### src/rtl/blink_monitor.sv
// blink_monitor: measures the high time and period of an external blink
// waveform in clock cycles. It reports when the waveform is periodic (locked)
// and when it has stopped toggling (timeout).
// Optional build macro: BLINK_MONITOR_DEGLITCH_EN. When it is defined, a
// 4-cycle stability filter sits in front of edge detection.
module blink_monitor #(
  parameter int unsigned CLK_FREQ       = 25_000_000,
  parameter int unsigned TIMEOUT_CYCLES = 2 * CLK_FREQ,
  parameter int unsigned TOL_CYCLES     = CLK_FREQ / 1000,
  parameter int unsigned LOCK_COUNT     = 4
) (
  input  logic        clk,
  input  logic        rst,
  input  logic        blink_in,
  output logic [31:0] high_cycles,
  output logic [31:0] period_cycles,
  output logic        meas_valid,
  output logic        locked,
  output logic        timeout,
  output logic [7:0]  leds
);

  localparam int unsigned CW = 32;
  localparam int unsigned MW = 4;

  localparam logic [CW-1:0] TIMEOUT_LIM = CW'(TIMEOUT_CYCLES);
  localparam logic [CW-1:0] TOL_LIM     = CW'(TOL_CYCLES);
  localparam logic [MW-1:0] LOCK_LIM    = MW'(LOCK_COUNT);

  typedef enum logic [1:0] {
    ST_IDLE = 2'd0,
    ST_HIGH = 2'd1,
    ST_LOW  = 2'd2
  } state_t;

  // ---------------------------------------------------------------------
  // Input path
  // ---------------------------------------------------------------------
  logic blink_meta;
  logic blink_s;
  logic blink_d;
  logic edge_lvl;
  logic rise;
  logic fall;

  // Two-flop synchroniser. These flops are left without reset so that a reset
  // taken while the input is high does not look like a fresh rising edge.
  always_ff @(posedge clk) begin
    blink_meta <= blink_in;
    blink_s    <= blink_meta;
  end

`ifdef BLINK_MONITOR_DEGLITCH_EN
  logic       blink_f;
  logic [1:0] stab_cnt;

  // Stability filter: the filtered level follows blink_s only after 4 equal cycles.
  always_ff @(posedge clk) begin
    if (blink_s == blink_f) begin
      stab_cnt <= 2'd0;
    end else if (stab_cnt == 2'd3) begin
      blink_f  <= blink_s;
      stab_cnt <= 2'd0;
    end else begin
      stab_cnt <= stab_cnt + 2'd1;
    end
  end

  assign edge_lvl = blink_f;
`else
  assign edge_lvl = blink_s;
`endif

  // Delayed copy of the edge-detection level.
  always_ff @(posedge clk) begin
    blink_d <= edge_lvl;
  end

  assign rise = edge_lvl & ~blink_d;
  assign fall = ~edge_lvl & blink_d;

  // ---------------------------------------------------------------------
  // Measurement state
  // ---------------------------------------------------------------------
  state_t          state_q,       state_d;
  logic [CW-1:0]   cnt_q,         cnt_d;
  logic [CW-1:0]   idle_cnt_q,    idle_cnt_d;
  logic [CW-1:0]   hi_lat_q,      hi_lat_d;
  logic [CW-1:0]   prev_period_q, prev_period_d;
  logic            prev_valid_q,  prev_valid_d;
  logic [MW-1:0]   match_q,       match_d;
  logic [CW-1:0]   high_d;
  logic [CW-1:0]   period_d;
  logic            meas_valid_d;
  logic            locked_d;
  logic            timeout_d;

  logic [CW-1:0]   cnt_inc;
  logic [CW-1:0]   period_diff;
  logic [MW-1:0]   match_inc;

  // Saturating count, distance to the previous period, and saturating match count.
  always_comb begin
    cnt_inc     = (cnt_q >= TIMEOUT_LIM) ? cnt_q : cnt_q + CW'(1);
    period_diff = (cnt_q >= prev_period_q) ? (cnt_q - prev_period_q)
                                           : (prev_period_q - cnt_q);
    match_inc   = (match_q >= LOCK_LIM) ? match_q : match_q + MW'(1);
  end

  // Next-state, measurement publishing, lock and timeout decisions.
  always_comb begin
    state_d       = state_q;
    cnt_d         = cnt_q;
    idle_cnt_d    = idle_cnt_q;
    hi_lat_d      = hi_lat_q;
    prev_period_d = prev_period_q;
    prev_valid_d  = prev_valid_q;
    match_d       = match_q;
    high_d        = high_cycles;
    period_d      = period_cycles;
    meas_valid_d  = 1'b0;
    locked_d      = locked;
    timeout_d     = timeout;

    unique case (state_q)
      ST_IDLE: begin
        if (rise) begin
          cnt_d      = CW'(1);
          idle_cnt_d = '0;
          timeout_d  = 1'b0;
          state_d    = ST_HIGH;
        end else if (idle_cnt_q >= TIMEOUT_LIM) begin
          timeout_d  = 1'b1;
        end else begin
          idle_cnt_d = idle_cnt_q + CW'(1);
        end
      end

      ST_HIGH: begin
        if (fall) begin
          hi_lat_d = cnt_q;
          cnt_d    = cnt_inc;
          state_d  = ST_LOW;
        end else if (cnt_q >= TIMEOUT_LIM) begin
          timeout_d    = 1'b1;
          locked_d     = 1'b0;
          match_d      = '0;
          prev_valid_d = 1'b0;
          cnt_d        = '0;
          idle_cnt_d   = '0;
          state_d      = ST_IDLE;
        end else begin
          cnt_d = cnt_inc;
        end
      end

      ST_LOW: begin
        if (rise) begin
          high_d        = hi_lat_q;
          period_d      = cnt_q;
          meas_valid_d  = 1'b1;
          prev_period_d = cnt_q;
          prev_valid_d  = 1'b1;
          if (!prev_valid_q) begin
            match_d = '0;
          end else if (period_diff <= TOL_LIM) begin
            match_d = match_inc;
            if (match_inc == LOCK_LIM) begin
              locked_d = 1'b1;
            end
          end else begin
            match_d  = '0;
            locked_d = 1'b0;
          end
          cnt_d   = CW'(1);
          state_d = ST_HIGH;
        end else if (cnt_q >= TIMEOUT_LIM) begin
          timeout_d    = 1'b1;
          locked_d     = 1'b0;
          match_d      = '0;
          prev_valid_d = 1'b0;
          cnt_d        = '0;
          idle_cnt_d   = '0;
          state_d      = ST_IDLE;
        end else begin
          cnt_d = cnt_inc;
        end
      end

      default: begin
        state_d = ST_IDLE;
      end
    endcase
  end

  // State and output registers with synchronous reset.
  always_ff @(posedge clk) begin
    if (rst) begin
      state_q       <= ST_IDLE;
      cnt_q         <= '0;
      idle_cnt_q    <= '0;
      hi_lat_q      <= '0;
      prev_period_q <= '0;
      prev_valid_q  <= 1'b0;
      match_q       <= '0;
      high_cycles   <= '0;
      period_cycles <= '0;
      meas_valid    <= 1'b0;
      locked        <= 1'b0;
      timeout       <= 1'b0;
      leds          <= '0;
    end else begin
      state_q       <= state_d;
      cnt_q         <= cnt_d;
      idle_cnt_q    <= idle_cnt_d;
      hi_lat_q      <= hi_lat_d;
      prev_period_q <= prev_period_d;
      prev_valid_q  <= prev_valid_d;
      match_q       <= match_d;
      high_cycles   <= high_d;
      period_cycles <= period_d;
      meas_valid    <= meas_valid_d;
      locked        <= locked_d;
      timeout       <= timeout_d;
      leds          <= {5'b0, blink_s, timeout_d, locked_d};
    end
  end

endmodule

### config.mk
export PLATFORM = sky130hd
export DESIGN_NAME = blink_monitor
export DESIGN_NICKNAME = d
export VERILOG_FILES = /design/src/rtl/blink_monitor.sv
export SDC_FILE = /design/constraint.sdc
export NUM_CORES = 1
export LEC_CHECK = 0
export ABC_AREA = 1
export CAP_MARGIN = 20
export CELL_PAD_IN_SITES_DETAIL_PLACEMENT = 1
export CELL_PAD_IN_SITES_GLOBAL_PLACEMENT = 1
export CORE_MARGIN = 8
export CORE_UTILIZATION = 25
export CTS_BUF_LIST = sky130_fd_sc_hd__clkbuf_4 sky130_fd_sc_hd__clkbuf_8
export DETAILED_ROUTE_END_ITERATION = 12
export PLACE_DENSITY_LB_ADDON = 0.15
export SYNTH_ARGS = -nofsm -noshare
export SYNTH_HDL_FRONTEND = slang
export SYNTH_SLANG_ARGS = --single-unit
export TNS_END_PERCENT = 5
### constraint.sdc
create_clock -name clk -period 4.45 [get_ports clk]
set_clock_uncertainty 0.2 [all_clocks]
set_input_delay 0.89 -clock clk [delete_from_list [all_inputs] [get_ports clk]]
set_output_delay 0.89 -clock clk [all_outputs]
set_load 0.01 [all_outputs]
==> flow_metrics.tcl <==
set metrics [dict create \
    max-slew-margin-rel_pct 33.5 \
    firstDrtPassIters 5 \
    drive_gt1_share_pct 5.43 \
    criticalPathCategory "flop to flop" \
    grt_pass1_wl_mm 76.8 \
    maxCapViolCount 0 \
    power.internal_mw 2.29 \
    pin_count 78 \
    power.total_mw 3.30 \
    most-common-layout-cells "590 x nand2_1, 304 x inv_1, 239 x nor2_1" \
    setup_slack_ns 0.389 \
    fp.dieH_um 240 \
    drc_errors 0 \
    cts_buffer_depth 2 \
    diodes 0 \
    core_area_um2 49900 \
    antenna_found_initial 1 \
    cts_sinks 174 \
    hp-start "blink_meta" \
    root_buffer "clkbuf_8" \
    routedWlPerCell_um 17.5 \
    ys_warn_count 0 \
    drv_slew 0 \
    numCtsBuffers 17 \
    switching_share_pct 30.5 \
    ir_drop_v 0.000173 \
    p_per_area_nw_per_um2 230 \
    io_buffer_count 72 \
    pre_cts_slack_ns 0.354 \
    h-tree-depth 4 \
    fin_crit_sh_pct 91.3 \
    viasPerCell 4.62 \
    clock_latency_ns 0.50 \
    grt_pass1_vias 13325 \
    rsz0062_at_grt "false" \
    wirelength_mm 48.7 \
    fin_nets 2180 \
    cp.arrival_ns 4.29 \
    synth_seq_area_share_pct 27.8 \
    ant_nets 0 \
    overflow 0 \
    postSynthAreaPerCell_um2 6.10 \
    critPathCaptureType "flop" \
    syn_area_um2 12500 \
    ys_types 56 \
    die-area_um2 57600 \
    dp_hpwl_mm 39.5 \
    post_dp_cell_area_um2 13900 \
    path_clk_slew_ns 0.09 \
    syn_inst 2056 \
    cts_tree "built" \
    layout_commonest_cell "nand2_1" \
    postLayoutCellArea_um2 14400 \
    startpoint "cnt_q[0]" \
    area_growth_pct 14.8 \
    ys_ff_latch 174 \
    dr.first_iter.drc_count 594 \
    synth_edf_count 0 \
    hp-class "flop to flop" \
    max_freq_mhz 246 \
    clockPowerShare_pct 37.7 \
    die_x_um 240 \
    fin_crit_ns 4.06 \
    tightest_slew_ns 0.998 \
    pwr-share-comb_pct 14.0 \
    p_sw_mw 1.01 \
    regToRegStartpoint "cnt_q[0]" \
    synth_flop_cell "dfxtp_1" \
    run_status "finished clean" \
    row_count 82 \
    route.vias.total 12891 \
    power_leakage_nw 6.68 \
    cp-start-kind "flop" \
    setup_violations 0 \
    gp_congestion 0.852 \
    fillers 6525 \
    worstPathRequired_ns 4.68 \
    cp_max_fo 19 \
    holdWs_ns 0.148 \
    finalHoldViolations 0 \
    start_util_pct 25.1 \
    p_seq_share_pct 48.3 \
    grt_usage_pct 17.0 \
    finalSetupTns_ns 0 \
    grt_max_degree 96 \
    synth-async-reset-ratio_pct 0 \
]
[layer usage]
metal / track usage [%] / wire length, um / vias to the layer above
li1: - / - / 6560
met2: 28.9 / 22800 / 127
met1: 22.3 / 23800 / 6145
met3: 1.91 / 1000 / 57
met4: 5.13 / 1160 / 2
met5: 0 / 13 / -
[cell usage after synthesis (2+ instances only)]
| master | n | area [um^2] |
|---|---|---|
| xor2_1 | 45 | 394 |
| o21ai_1 | 6 | 30.0 |
| buf_2 | 9 | 45.0 |
| clkbuf_1 | 44 | 165 |
| a21oi_1 | 144 | 721 |
| o21bai_1 | 4 | 30.0 |
| buf_6 | 4 | 45.0 |
| nand2_4 | 2 | 22.5 |
| nor4_1 | 11 | 68.8 |
| nand2_1 | 590 | 2210 |
| a211oi_2 | 3 | 37.5 |
| xnor2_1 | 4 | 35.0 |
| nand3_1 | 98 | 490 |
| a31oi_1 | 4 | 25.0 |
| a221oi_1 | 4 | 35.0 |
| inv_2 | 18 | 67.6 |
| o31ai_1 | 2 | 15.0 |
| nand4_1 | 31 | 194 |
| o211ai_1 | 2 | 15.0 |
| o21ai_0 | 119 | 596 |
| nand3_2 | 3 | 30.0 |
| clkinv_1 | 4 | 15.0 |
| nor2_2 | 7 | 43.8 |
| nor3_1 | 44 | 220 |
| nor2_4 | 4 | 45.0 |
| inv_1 | 305 | 1140 |
| o21a_1 | 2 | 15.0 |
| a211oi_1 | 9 | 67.6 |
| dfxtp_1 | 174 | 3480 |
| nor2_1 | 241 | 905 |
| a21oi_4 | 2 | 32.5 |
| nor3b_1 | 3 | 22.5 |
| and3_1 | 2 | 12.5 |
| buf_4 | 7 | 52.6 |
| ha_1 | 73 | 913 |
| a21oi_2 | 2 | 17.5 |
| nor3_2 | 4 | 40.0 |
| nand2_2 | 8 | 50.1 |
[sequential cells by signal, summed over array words and instances (netlist names), named ones only]
signal / flops
cnt_q: 32
hi_lat_q: 32
high_cycles: 32
idle_cnt_q: 32
prev_period_q: 32
match_q: 4
state_q: 2
blink_d: 1
blink_meta: 1
blink_s: 1
leds: 1
meas_valid: 1
prev_valid_q: 1
[worst max-delay path, stage by stage, from the launching register on]
cell	delay [ns]
dfxtp_1	0.34
inv_1	0.23
ha_1	0.29
inv_1	0.12
nand2_1	0.07
nand2_1	0.17
nand2_1	0.13
nand2_2	0.08
nand2_1	0.06
nand2_1	0.14
nand2_2	0.13
nand3_4	0.09
a21oi_4	0.52
nand2_1	0.11
nand2_1	0.09
nand2_1	0.05
nor2_1	0.11
nand2_1	0.12
nor2_4	0.25
nand3_1	0.14
nand3_1	0.20
nand2_1	0.09
nand2_1	0.06
nand2_1	0.06
a21oi_2	0.11
[cells by family after synthesis]
kind of cell / after synthesis / share of synthesized area [%]
other: 1 / 0.0299
AOI/OAI and AO/OA: 312 / 13.7
DFF: 174 / 27.8
xor gates and xnor gates: 49 / 3.42
muxes: 1 / 0.0898
and+or+nand+nor: 1055 / 35.4
buffers and inverters: 391 / 12.2
adders and majority gates: 73 / 7.29
[per-stage QoR]
stage | std cells | utilization [%]
final | 2789 | 28.8
after global routing | 2789 | 28.8
after CTS | 2789 | 28.8
after detailed placement | 2757 | 28.0
after global placement | 2757 | 28.0
after floorplan | 2060 | -
[power by group through the flow]
stage | logic [mW] | registers, mW | clock network (mW)
floorplan | 0.307 | 1.63 | 0
global placement | 0.456 | 1.63 | 0
detailed placement | 0.467 | 1.63 | 0
CTS | 0.469 | 1.59 | 1.29
global route | 0.519 | 1.60 | 1.34
finish | 0.463 | 1.59 | 1.24
[final timing paths]
| path | depth (start not counted) | slack (ns) | end |
|---|---|---|---|
| max | 24 | 0.39 | flop |
| min | 0 | 0.15 | blink_s |
| max reg2reg | 24 | 0.39 | flop |
| min reg2reg | 0 | 0.15 | blink_s |
[area by class of cell]
type	instances	area [um^2]	share of cell area, %
multi-input combinational	1495	7560	52.5
clock buffer	19	255	1.77
timing repair buffer	89	843	5.86
tap	672	841	5.85
sequential	174	3480	24.2
inverter	327	1230	8.53
clock inverter	13	176	1.23
[repair_timing]
| action | 4_1_cts | 5_1_grt |
|---|---|---|
| hold buffers | 0 | 0 |
| buffers inserted | 0 | 0 |
| endpoints found under the setup margin | 0 | 1 |
| gates resized for setup | 0 | 1 |
(Power assumes the default switching activity.)
